<file path="src/rtl/mem_arbiter_if.sv">
// mem_arbiter_if -- bus bundle between the Core masters, the arbiter and the
// on-chip single-port RAM.
//
// Signals:
//   instr_m_*  instruction bus (read-only): addr, access in; data_in, ack out
//   data_m_*   data bus (read/write): addr, data_out, access, wr_en, bytesel
//              in; data_in, ack out
//   ram_*      RAM port: cs, wr_en, addr, wdata, bytesel out; rdata in
//
// Modports:
//   slave   the arbiter side (responds to Core, drives the RAM)
//   master  the surrounding system (Core requests, RAM read data)
interface mem_arbiter_if;
   logic [18:0] instr_m_addr;
   logic [15:0] instr_m_data_in;
   logic        instr_m_access;
   logic        instr_m_ack;

   logic [18:0] data_m_addr;
   logic [15:0] data_m_data_in;
   logic [15:0] data_m_data_out;
   logic        data_m_access;
   logic        data_m_ack;
   logic        data_m_wr_en;
   logic [1:0]  data_m_bytesel;

   logic        ram_cs;
   logic        ram_wr_en;
   logic [18:0] ram_addr;
   logic [15:0] ram_wdata;
   logic [1:0]  ram_bytesel;
   logic [15:0] ram_rdata;

   modport slave (
      input  instr_m_addr, instr_m_access,
      input  data_m_addr, data_m_data_out, data_m_access, data_m_wr_en, data_m_bytesel,
      input  ram_rdata,
      output instr_m_data_in, instr_m_ack,
      output data_m_data_in, data_m_ack,
      output ram_cs, ram_wr_en, ram_addr, ram_wdata, ram_bytesel
   );

   modport master (
      output instr_m_addr, instr_m_access,
      output data_m_addr, data_m_data_out, data_m_access, data_m_wr_en, data_m_bytesel,
      output ram_rdata,
      input  instr_m_data_in, instr_m_ack,
      input  data_m_data_in, data_m_ack,
      input  ram_cs, ram_wr_en, ram_addr, ram_wdata, ram_bytesel
   );
endinterface

</file>
<file path="src/rtl/mem_arbiter.sv">
// mem_arbiter -- round-robin responder for the Core instruction and data
// buses, sharing one synchronous single-port RAM.
//
// Ports:
//   clk    system clock, all state on the rising edge
//   reset  asynchronous, active-low reset
//   bus    mem_arbiter_if.slave: Core request/ack handshakes and RAM port
//
// Parameter:
//   WAIT_STATES  extra RAM read-latency cycles between RAM select and ack (0..15)
//
// Sequence per transfer: IDLE (grant + latch) -> ACCESS (ram_cs) ->
// WAIT x WAIT_STATES -> ACK (one-cycle ack) -> IDLE.
module mem_arbiter #(
   parameter int unsigned WAIT_STATES = 0
) (
   input  logic          clk,
   input  logic          reset,
   mem_arbiter_if.slave  bus
);

   typedef enum logic [1:0] {IDLE, ACCESS, WAIT, ACK} state_t;

   // Counter load value; only reachable when WAIT_STATES > 0.
   localparam logic [3:0] WAIT_INIT = (WAIT_STATES > 0) ? 4'(WAIT_STATES - 1) : 4'd0;

   state_t      state_q;
   logic [3:0]  cnt_q;
   // Doubles as the current grant and the round-robin history (1 = data).
   logic        grant_data_q;
   logic        wr_q;
   logic        instr_ack_q;
   logic        data_ack_q;
   logic        ram_cs_q;
   logic        ram_wr_en_q;
   logic [18:0] ram_addr_q;
   logic [15:0] ram_wdata_q;
   logic [1:0]  ram_bytesel_q;

   logic        grant_data_d;
   logic        any_req;

   // Data wins when it is the only requester, or on a tie when instr was
   // granted last.
   assign any_req      = bus.instr_m_access | bus.data_m_access;
   assign grant_data_d = bus.data_m_access & (~bus.instr_m_access | ~grant_data_q);

   always_ff @(posedge clk or negedge reset) begin
      if (!reset) begin
         state_q       <= IDLE;
         cnt_q         <= 4'd0;
         grant_data_q  <= 1'b0;
         wr_q          <= 1'b0;
         instr_ack_q   <= 1'b0;
         data_ack_q    <= 1'b0;
         ram_cs_q      <= 1'b0;
         ram_wr_en_q   <= 1'b0;
         ram_addr_q    <= '0;
         ram_wdata_q   <= '0;
         ram_bytesel_q <= '0;
      end else begin
         // RAM strobes and acks are single-cycle; default them low.
         ram_cs_q      <= 1'b0;
         ram_wr_en_q   <= 1'b0;
         ram_addr_q    <= '0;
         ram_wdata_q   <= '0;
         ram_bytesel_q <= '0;
         instr_ack_q   <= 1'b0;
         data_ack_q    <= 1'b0;

         case (state_q)
            IDLE: begin
               if (any_req) begin
                  grant_data_q <= grant_data_d;
                  ram_cs_q     <= 1'b1;
                  if (grant_data_d) begin
                     ram_wr_en_q   <= bus.data_m_wr_en;
                     ram_addr_q    <= bus.data_m_addr;
                     ram_wdata_q   <= bus.data_m_data_out;
                     ram_bytesel_q <= bus.data_m_bytesel;
                     wr_q          <= bus.data_m_wr_en;
                  end else begin
                     ram_addr_q    <= bus.instr_m_addr;
                     ram_bytesel_q <= 2'b11;
                     wr_q          <= 1'b0;
                  end
                  state_q <= ACCESS;
               end
            end

            ACCESS: begin
               if (WAIT_STATES > 0) begin
                  cnt_q   <= WAIT_INIT;
                  state_q <= WAIT;
               end else begin
                  instr_ack_q <= ~grant_data_q;
                  data_ack_q  <= grant_data_q;
                  state_q     <= ACK;
               end
            end

            WAIT: begin
               if (cnt_q == 4'd0) begin
                  instr_ack_q <= ~grant_data_q;
                  data_ack_q  <= grant_data_q;
                  state_q     <= ACK;
               end else begin
                  cnt_q <= cnt_q - 4'd1;
               end
            end

            ACK: begin
               state_q <= IDLE;
            end

            default: begin
               state_q <= IDLE;
            end
         endcase
      end
   end

   assign bus.instr_m_ack = instr_ack_q;
   assign bus.data_m_ack  = data_ack_q;
   assign bus.ram_cs      = ram_cs_q;
   assign bus.ram_wr_en   = ram_wr_en_q;
   assign bus.ram_addr    = ram_addr_q;
   assign bus.ram_wdata   = ram_wdata_q;
   assign bus.ram_bytesel = ram_bytesel_q;

   // Read data is passed straight through from the RAM during the ack cycle;
   // writes return zero.
   assign bus.instr_m_data_in = instr_ack_q ? bus.ram_rdata : 16'h0000;
   assign bus.data_m_data_in  = (data_ack_q && !wr_q) ? bus.ram_rdata : 16'h0000;

endmodule

</file>
<file path="src/flat_wrapper.sv">
// flat-port wrapper written by rule: the top's interface ports become plain ports
module mem_arbiter_flat 
#(
   parameter int unsigned WAIT_STATES = 0
)
  (clk, reset, bus_instr_m_addr, bus_instr_m_access, bus_data_m_addr, bus_data_m_data_out, bus_data_m_access, bus_data_m_wr_en, bus_data_m_bytesel, bus_ram_rdata, bus_instr_m_data_in, bus_instr_m_ack, bus_data_m_data_in, bus_data_m_ack, bus_ram_cs, bus_ram_wr_en, bus_ram_addr, bus_ram_wdata, bus_ram_bytesel);
  mem_arbiter_if bus_i ();
  input  logic clk;
  input  logic reset;
  input wire logic [$bits(bus_i.instr_m_addr)-1:0] bus_instr_m_addr;
  input wire logic [$bits(bus_i.instr_m_access)-1:0] bus_instr_m_access;
  input wire logic [$bits(bus_i.data_m_addr)-1:0] bus_data_m_addr;
  input wire logic [$bits(bus_i.data_m_data_out)-1:0] bus_data_m_data_out;
  input wire logic [$bits(bus_i.data_m_access)-1:0] bus_data_m_access;
  input wire logic [$bits(bus_i.data_m_wr_en)-1:0] bus_data_m_wr_en;
  input wire logic [$bits(bus_i.data_m_bytesel)-1:0] bus_data_m_bytesel;
  input wire logic [$bits(bus_i.ram_rdata)-1:0] bus_ram_rdata;
  output wire logic [$bits(bus_i.instr_m_data_in)-1:0] bus_instr_m_data_in;
  output wire logic [$bits(bus_i.instr_m_ack)-1:0] bus_instr_m_ack;
  output wire logic [$bits(bus_i.data_m_data_in)-1:0] bus_data_m_data_in;
  output wire logic [$bits(bus_i.data_m_ack)-1:0] bus_data_m_ack;
  output wire logic [$bits(bus_i.ram_cs)-1:0] bus_ram_cs;
  output wire logic [$bits(bus_i.ram_wr_en)-1:0] bus_ram_wr_en;
  output wire logic [$bits(bus_i.ram_addr)-1:0] bus_ram_addr;
  output wire logic [$bits(bus_i.ram_wdata)-1:0] bus_ram_wdata;
  output wire logic [$bits(bus_i.ram_bytesel)-1:0] bus_ram_bytesel;
  assign bus_i.instr_m_addr = bus_instr_m_addr;
  assign bus_i.instr_m_access = bus_instr_m_access;
  assign bus_i.data_m_addr = bus_data_m_addr;
  assign bus_i.data_m_data_out = bus_data_m_data_out;
  assign bus_i.data_m_access = bus_data_m_access;
  assign bus_i.data_m_wr_en = bus_data_m_wr_en;
  assign bus_i.data_m_bytesel = bus_data_m_bytesel;
  assign bus_i.ram_rdata = bus_ram_rdata;
  assign bus_instr_m_data_in = bus_i.instr_m_data_in;
  assign bus_instr_m_ack = bus_i.instr_m_ack;
  assign bus_data_m_data_in = bus_i.data_m_data_in;
  assign bus_data_m_ack = bus_i.data_m_ack;
  assign bus_ram_cs = bus_i.ram_cs;
  assign bus_ram_wr_en = bus_i.ram_wr_en;
  assign bus_ram_addr = bus_i.ram_addr;
  assign bus_ram_wdata = bus_i.ram_wdata;
  assign bus_ram_bytesel = bus_i.ram_bytesel;
  mem_arbiter #(.WAIT_STATES(WAIT_STATES)) u_core (.clk(clk), .reset(reset), .bus(bus_i));
endmodule
</file>
<file path="config.mk">
export PLATFORM = sky130hd
export DESIGN_NAME = mem_arbiter_flat
export DESIGN_NICKNAME = d
export VERILOG_FILES = /design/src/rtl/mem_arbiter_if.sv /design/src/rtl/mem_arbiter.sv /design/src/flat_wrapper.sv
export SDC_FILE = /design/constraint.sdc
export NUM_CORES = 1
export LEC_CHECK = 0
export ABC_AREA = 1
export CORE_AREA = 2 2 87 89
export CTS_CLUSTER_SIZE = 14
export DETAILED_ROUTE_END_ITERATION = 10
export DIE_AREA = 0 0 89 91
export PLACE_DENSITY = 0.74
export SLEW_MARGIN = 20
export SYNTH_ARGS = -nofsm -noshare
export SYNTH_HDL_FRONTEND = slang
export SYNTH_SLANG_ARGS = --single-unit
</file>
<file path="constraint.sdc">
create_clock -name clk -period 1.3 [get_ports clk]
set_input_delay 0.195 -clock clk [delete_from_list [all_inputs] [get_ports clk]]
set_output_delay 0.195 -clock clk [all_outputs]
set_load 0.01 [all_outputs]
</file>
### Word level (Yosys, flattened, before mapping)

Index checks and enable logic that the tools add are counted.

| word-level totals | value |
|---|---|
| register bits | 49 |
| word-level logic and storage cells | 53 |

| operators by class | value |
|---|---|
| muxes and demuxes | 23 |
| reduce and logical (&&, ||, !) cells | 7 |
| eq/ne operators | 5 |
| bitwise gates (word level) | 6 |
| add/sub/neg operators | 1 |

Operators with widths:

| cell | count |
|---|---|
| 2-to-1 mux 16 bit | 5 |
| 2-to-1 mux 19 bit | 3 |
| 2-to-1 mux 2 bit | 5 |
| case mux 2 bit (4 select lines) | 1 |
| 2-to-1 mux 1 bit | 7 |
| AND reduction 2 bit | 3 |
| == test 2 bit, second input constant | 2 |
| zero test 4 bit | 1 |
| inequality test 2 x 1 -> 1 bit, second input constant | 2 |
| case mux 1 bit (2 select lines) | 2 |
| subtractor 4 x 1 -> 4 bit, second input constant | 1 |
| inverter 1 bit | 3 |
| == test 2 x 1 -> 1 bit, second input constant | 1 |
| zero test 2 bit | 1 |
| bitwise OR 1 bit | 2 |
| AND 1 bit | 1 |
| logical AND 1 bit | 1 |
| zero test 1 bit | 1 |

### Logic depth before layout (Yosys ltp)

Gate-level depths: netlist of run 1.

| logic depth | value |
|---|---|
| depth after elaboration | 6 |
| depth in mapped cells | 7 |
| mapped depth without buffers | 7 |

### Worst setup path before layout of run 1

No wires, ideal clock.

| path | value |
|---|---|
| path kind | register to register |
| start point | reg u_core.state_q[0] |
| end point | reg u_core.ram_addr_q[11] (netlist: u_core.bus.ram_addr[11]) |
| arrival | 1.150 ns |
| stages on the path, launching flop included | 8 |
| path buffers | 1 |
| period minus slack after synthesis | 1.221 ns |
| setup slack | 0.079 ns |
| library setup time | 0.071 ns |
| cells stage by stage | dfrtp_1 -> inv_1 -> ha_1 -> inv_2 -> nor2_4 -> buf_6 -> o21ai_1 -> nor2_1 |

| on the way | value |
|---|---|
| longest elaborated chain between the ends | 2 |

RTL lines:

| element | line | RTL |
|---|---|---|
| start: declaration | mem_arbiter.sv:27 | `state_t state_q;` |
| start signal: assignment | mem_arbiter.sv:50 | `state_q <= IDLE;` |
| start signal: assignment | mem_arbiter.sv:87 | `state_q <= ACCESS;` |
| start signal: assignment | mem_arbiter.sv:94 | `state_q <= WAIT;` |
| zero test 2 bit | mem_arbiter.sv:71 | `case (state_q)` |
| 2-to-1 mux 19 bit | mem_arbiter.sv:71 |  |
| end signal: assignment | mem_arbiter.sv:78 | `ram_addr_q <= bus.data_m_addr;` |
| end signal: assignment | mem_arbiter.sv:83 | `ram_addr_q <= bus.instr_m_addr;` |
| end: declaration | mem_arbiter.sv:36 | `logic [18:0] ram_addr_q;` |

Every way passes these cells.
A chain may end at the register's enable or synchronous reset.

### Worst setup path in the final report of run 1

| path | value |
|---|---|
| start point | reg u_core.wr_q |
| end point | out bus_data_m_data_in[3] |

| on the way | value |
|---|---|
| longest elaborated chain between the ends | 3 |

RTL lines:

| element | line | RTL |
|---|---|---|
| start: declaration | mem_arbiter.sv:31 | `logic wr_q;` |
| start signal: assignment | mem_arbiter.sv:81 | `wr_q <= bus.data_m_wr_en;` |
| zero test 1 bit | mem_arbiter.sv:134 | `assign bus.data_m_data_in = (data_ack_q && !wr_q) ? bus.ram_rdata : 16'h0000;` |
| logical AND 1 bit | mem_arbiter.sv:134 |  |
| 2-to-1 mux 16 bit | mem_arbiter.sv:134 |  |
| end: declaration | flat_wrapper.sv:20 | `output wire logic [$bits(bus_i.data_m_data_in)-1:0] bus_data_m_data_in;` |

Every way passes these cells.

==> results.sh, run 1 <==
export IMPL_async_flop_share=1.000
export IMPL_synth_ff_type="dfrtp_1"
export IMPL_cp_slowest_cell="dfrtp_1"
export IMPL_cts_made_buffers=5
export IMPL_grt_use_total=0.1628
export IMPL_finClkSkew_ps=6.474
export IMPL_regToRegStartpoint="u_core.state_q[0]"
export IMPL_ys_warn_count=0
export IMPL_cp_end_kind="output pin"
export IMPL_grt_ovfl_total=0
export IMPL_slew_headroom=0.7746
export IMPL_crit_end="bus_data_m_data_in[3]"
export IMPL_violations="setup timing"
export IMPL_drt_wl_total_um=6844
export IMPL_peakVddDrop_mv=0.6987
export IMPL_die_w_um=89
export IMPL_postSynthCellCount=276
export IMPL_io_pins=150
export IMPL_die_y_um=91
export IMPL_rsz0062_at_grt="yes"
export IMPL_timing_final_hold_violations=0
export IMPL_portBuffers=149
export IMPL_tightestPinTransition_ps=337.8
export IMPL_grt_pass1_wl_um=10210
export IMPL_areaGrowthSynthToFinish_pct=92.26
export IMPL_worstPathCellList="inv_2, nand2_4, buf_12, nor2_2, buf_2"
export IMPL_synth_seq_cells=49
export IMPL_path_class="register to output pin"
export IMPL_fin_area_um2=4287
export IMPL_via_per_inst=4.204
export IMPL_clock_latency_ps=300
export IMPL_p_leak_uw=0.002466
export IMPL_first_pass_iters=4
export IMPL_fmax_ghz=0.7065
export IMPL_cp_data_required_time_ps=1110
export IMPL_crit_fanout=8
export IMPL_tns_ps=-1308
export IMPL_drv_cap=0
export IMPL_dpl_cell_area_um2=3965
export IMPL_finalMaxSlewViolations=0
export IMPL_antenna_found_initial=0
export IMPL_syn_area_um2=2230
export IMPL_worstSetupStartpointType="register"
export IMPL_grt_max_degree=50
export IMPL_r2r_end="u_core.bus.ram_addr[10]"
export IMPL_dp_hpwl_um=4871
export IMPL_critPathArrivalTime_ps=1220
export IMPL_final_cell_mix="clkdlybuf4s50_1 (75), nor2_1 (57), inv_1 (49)"
export IMPL_vias=2308
export IMPL_htree_levels=2
export IMPL_r2r_slack_ps=90
export IMPL_final_common_cell="clkdlybuf4s50_1"
export IMPL_final_net_count=531
export IMPL_worst_slack_ps=-115.4
export IMPL_core_area_um2=7137
export IMPL_synth_nets=358
export IMPL_hold_path_class="input pin to async pin"
export IMPL_reg2reg_depth=7
export IMPL_hold_worst_slack_ps=400.4
export IMPL_cpPeakStageDelay_ps=380
export IMPL_postRouteAntennaNets=0
export IMPL_cts_sinks=49
export IMPL_finalCritPeriodShare=1.089
export IMPL_dieArea_um2=8099
export IMPL_row_count=31
export IMPL_n_antenna_cell=0
export IMPL_cts_path_max_buffers=2
export IMPL_power_density_nw_per_um2=1397
export IMPL_final_setup_viol_count=25
export IMPL_avgRoutedWirePerCell_um=12.47
export IMPL_drive_gt1_frac=0.2733
export IMPL_grt_pass1_vias=2184
export IMPL_gp_congestion=0.7619
export IMPL_min_period_ps=1415
export IMPL_synth_edf_count=0
export IMPL_yosysSeqAreaShare=0.5499
export IMPL_status="finished, violations left"
export IMPL_ys_types=19
export IMPL_cts_root_buf="clkbuf_8"
export IMPL_clk_pin_slew_ps=90
export IMPL_drcViolationCount=0
export IMPL_start_util=0.3124
export IMPL_startpoint="u_core.wr_q"
export IMPL_syn_avg_cell_area_um2=8.078
export IMPL_drt_iter0_markers=82
export IMPL_cts_tree="built"
==> synth_stat cells (2+ instances only) <==
master / count / area, um2
o21ai_0: 10 / 50.05
a21oi_1: 2 / 10.01
ha_1: 5 / 62.56
nand4_1: 2 / 12.51
buf_6: 3 / 33.78
nand3_1: 4 / 20.02
inv_1: 61 / 229.0
nand2_2: 3 / 18.77
dfrtp_1: 49 / 1226
buf_2: 5 / 25.02
o21ai_1: 12 / 60.06
nor2_1: 73 / 274.0
nand2_1: 38 / 142.6
o21ai_2: 3 / 26.28
inv_2: 2 / 7.510
==> critical path, delay by kind of cell (launching register included) <==
family	cells	cell delay, ps
buffers and inverters	3	380
flip-flops	1	380
AND/OR/NAND/NOR	2	160
==> report_power, final <==
part | switching, uW | internal [uW]
clock | 502 | 764
combinational | 1390 | 1420
sequential | 106 | 1800
==> through the flow <==
| stage | setup slack (ps) | total power [uW] | std cells | utilization |
|---|---|---|---|---|
| 6_report | -115.4 | 5988 | 549 | 0.6006 |
| 2_1_floorplan | 79.02 | 2969 | 276 | - |
| 3_3_place_gp | -259.8 | 4430 | 530 | 0.5556 |
| 5_1_grt | -186.3 | 6366 | 549 | 0.6006 |
| 3_5_place_dp | -288.9 | 4477 | 530 | 0.5556 |
| 4_1_cts | -100.2 | 5693 | 548 | 0.5615 |
==> how the worst min path moves through the flow <==
stage,start,endpoint,slack [ps]
after floorplan,reset,u_core.bus.data_m_ack,-100
after global placement,reset,u_core.bus.ram_addr[4],210
after detailed placement,reset,u_core.bus.ram_addr[6],210
after CTS,bus_data_m_data_out[7],u_core.bus.ram_wdata[7],390
after global routing,bus_data_m_data_out[13],u_core.bus.ram_wdata[13],390
final,reset,u_core.bus.ram_addr[5],400
==> cell type report <==
| type | instances | area, um2 |
|---|---|---|
| clock buffer | 5 | 68.82 |
| clock inverter | 3 | 65.06 |
| fill | 638 | 2850 |
| inverter | 63 | 236.5 |
| multi-input combinational | 155 | 868.3 |
| sequential | 49 | 1227 |
| tap | 99 | 123.9 |
| timing repair buffer | 175 | 1697 |
==> routing by layer <==
metal	vias to the layer above	global-route usage	wire length, um
met4	0	0.05100	136
met2	87	0.3109	3767
li1	1143	-	-
met1	1066	0.1669	2399
met5	-	0	0
met3	12	0.04273	540
==> cells by family (layout without fill, tap and decap cells) <==
kind of cell	after synthesis	in the layout	share of synthesized area
and+or+nand+nor	121	122	0.2149
AOI/OAI and AO/OA	27	27	0.06566
buffers and inverters	73	246	0.1375
xor gates and xnor gates	1	1	0.003929
adders and majority gates	5	5	0.02806
DFF	49	49	0.5499
==> registers in the layout, indices dropped and copies added (netlist names) <==
| signal | flops |
|---|---|
| u_core.cnt_q | 4 |
| u_core.bus.ram_addr | 19 |
| u_core.wr_q | 1 |
| u_core.bus.ram_wr_en | 1 |
| u_core.bus.instr_m_ack | 1 |
| u_core.grant_data_q | 1 |
| u_core.bus.ram_wdata | 16 |
| u_core.bus.ram_bytesel | 2 |
| u_core.state_q | 2 |
| u_core.bus.ram_cs | 1 |
| u_core.bus.data_m_ack | 1 |
==> timing repair <==
action                                  CTS  global route
cloned                                    2             1
endpoints found under the setup margin   96            40
hold endpoints to repair                 49             0
gates resized for setup                 183            81
hold buffers                              1             0
setup buffers                             8             0
pin swaps                                 2             1
Power figures use the tool's default switching activity.
==> run 2, diff against run 1 <==
--- a/config.mk
+++ b/config.mk
@@ -10,6 +10,7 @@
 export CTS_CLUSTER_SIZE = 14
 export DETAILED_ROUTE_END_ITERATION = 10
 export DIE_AREA = 0 0 89 91
+export HOLD_SLACK_MARGIN = 0.03
 export PLACE_DENSITY = 0.74
 export SLEW_MARGIN = 20
 export SYNTH_ARGS = -nofsm -noshare
==> results of run 2 <==
The final DEF is identical to that of run 1; final timing and power are the same.
==> run 3, diff against run 2 <==
--- a/config.mk
+++ b/config.mk
@@ -12,6 +12,7 @@
 export DIE_AREA = 0 0 89 91
 export HOLD_SLACK_MARGIN = 0.03
 export PLACE_DENSITY = 0.74
+export RECOVER_POWER = 25
 export SLEW_MARGIN = 20
 export SYNTH_ARGS = -nofsm -noshare
 export SYNTH_HDL_FRONTEND = slang
==> results.sh, run 3 (synthesis results as in run 1) <==
export IMPL_cpLargestDelayFamily="buffers and inverters"
export IMPL_worstHoldPathCells=3
export IMPL_drt_wl_total_um=6768
export IMPL_dieArea_um2=8099
export IMPL_final_common_cell="clkdlybuf4s50_1"
export IMPL_min_period_ps=1421
export IMPL_r2r_end="u_core.bus.ram_addr[10]"
export IMPL_io_pins=150
export IMPL_cts_root_buf="clkbuf_8"
export IMPL_row_count=31
export IMPL_antenna_found_initial=0
export IMPL_fmax_ghz=0.7038
export IMPL_n_antenna_cell=0
export IMPL_die_w_um=89
export IMPL_grt_max_degree=50
export IMPL_fin_util=0.5989
export IMPL_reg2reg_depth=7
export IMPL_crit_fanout=8
export IMPL_cp_data_required_time_ps=1110
export IMPL_cts_tree="built"
export IMPL_violations="setup timing"
export IMPL_cp_slowest_cell="dfrtp_1"
export IMPL_hold_path_class="input pin to register"
export IMPL_cpPeakStageDelay_ps=380
export IMPL_r2r_slack_ps=90
export IMPL_grt_pass1_vias=2184
export IMPL_clock_latency_ps=300
export IMPL_regToRegStartpoint="u_core.state_q[0]"
export IMPL_via_per_inst=4.213
export IMPL_worstPathCellList="inv_2, nand2_4, buf_12, nor2_2, buf_2"
export IMPL_htree_levels=2
export IMPL_areaGrowthSynthToFinish_pct=91.69
export IMPL_drcViolationCount=0
export IMPL_grt_pass1_wl_um=10210
export IMPL_timing_final_hold_violations=0
export IMPL_cts_sinks=49
export IMPL_finalCritPeriodShare=1.093
export IMPL_grt_use_total=0.1628
export IMPL_clk_pin_slew_ps=90
export IMPL_tightestPinTransition_ps=652.2
export IMPL_finClkSkew_ps=7.547
export IMPL_path_class="register to output pin"
export IMPL_worstSetupStartpointType="register"
export IMPL_drive_gt1_frac=0.2733
export IMPL_start_util=0.3124
export IMPL_cts_path_max_buffers=2
export IMPL_finalMaxSlewViolations=0
export IMPL_power_density_nw_per_um2=1397
export IMPL_cp_end_kind="output pin"
export IMPL_peakVddDrop_mv=0.6971
export IMPL_worst_slack_ps=-120.8
export IMPL_die_y_um=91
export IMPL_p_leak_uw=0.002461
export IMPL_portBuffers=149
export IMPL_postRouteAntennaNets=0
export IMPL_critPathArrivalTime_ps=1230
export IMPL_core_area_um2=7137
export IMPL_vias=2313
export IMPL_first_pass_iters=4
export IMPL_drv_cap=0
export IMPL_final_net_count=531
export IMPL_pre_cts_slack_ps=-288.9
export IMPL_final_setup_viol_count=21
export IMPL_hold_start="bus_data_m_data_out[7]"
export IMPL_drt_iter0_markers=85
export IMPL_whs_endpoint="u_core.bus.ram_wdata[7]"
export IMPL_dp_hpwl_um=4871
export IMPL_status="finished, violations left"
export IMPL_grt_ovfl_total=0
export IMPL_largest_reg_flops=19
export IMPL_cts_made_buffers=5
export IMPL_rsz0062_at_grt="yes"
export IMPL_avgRoutedWirePerCell_um=12.33
export IMPL_slew_headroom=0.5652
export IMPL_worst_path_buf_inv=3
export IMPL_final_cell_mix="clkdlybuf4s50_1 (75), nor2_1 (57), inv_1 (49)"
export IMPL_gp_congestion=0.7619
-- run 3: cell types whose count changed in the layout (fill, tap and decap cells not counted) --
| cell | previous run | this run |
|---|---|---|
| clkbuf_4 | 0 | 1 |
| buf_12 | 6 | 5 |
-- run 3: worst max-delay path by stage --
stage                       from                 endpoint  cells past startpoint
2_1_floorplan  u_core.state_q[0]  u_core.bus.ram_addr[11]                      7
3_3_place_gp    bus_ram_rdata[7]    bus_data_m_data_in[7]                      4
3_5_place_dp   bus_ram_rdata[10]   bus_data_m_data_in[10]                      4
4_1_cts              u_core.wr_q    bus_data_m_data_in[4]                      5
5_1_grt              u_core.wr_q    bus_data_m_data_in[3]                      5
6_report             u_core.wr_q    bus_data_m_data_in[3]                      5
-- run 3: worst reg2reg max path, cell delays in order, from the launching register on --
cell     delay, ps
dfrtp_1        380
inv_1           80
ha_1           190
inv_2           80
nor2_4         130
buf_4          140
o21ai_2         50
nor2_1         100
-- run 3: metrics by stage --
stage / total power (uW) / cells / hold WS, ps / instance area, um2 / TNS (ps)
global placement: 4430 / 530 / 205.6 / 3965 / -11420
global route: 6361 / 549 / 386.3 / 4274 / -3252
detailed placement: 4477 / 530 / 214.5 / 3965 / -12590
floorplan: 2969 / 276 / -100.6 / 2230 / 0
finish: 5972 / 549 / 400.7 / 4274 / -1289
CTS: 5693 / 548 / 394.6 / 4008 / -1437
-- run 3: metal layers --
metal / vias up / wire length (um) / GRT usage
met5: - / 0 / 0
met4: 0 / 136 / 0.05100
met1: 1072 / 2337 / 0.1669
met2: 85 / 3768 / 0.3109
met3: 12 / 525 / 0.04273
li1: 1144 / - / -
-- run 3: what timing repair did --
action | 4_1_cts | 5_1_grt
pin swaps | 2 | 1
endpoints found under the hold margin | 49 | 0
hold buffers | 1 | 0
setup endpoints to repair | 96 | 40
gates resized for setup | 183 | 81
gates cloned | 2 | 1
setup buffers | 8 | 0
-- run 3: power breakdown --
part	leakage (uW)	total, uW	internal [uW]	switching, uW
Sequential	0.000665	1910	1800	105
Combinational	0.00173	2800	1420	1390
Clock	0.0000681	1260	764	498
Total	0.00246	5970	3980	1990
-- run 3: area by class of cell --
class	instances	area, um2
inverter	63	236.5
clock buffer	5	68.82
timing repair buffer	175	1684
fill	638	2863
tap	99	123.9
clock inverter	3	65.06
sequential	49	1227
multi-input combinational	155	868.3
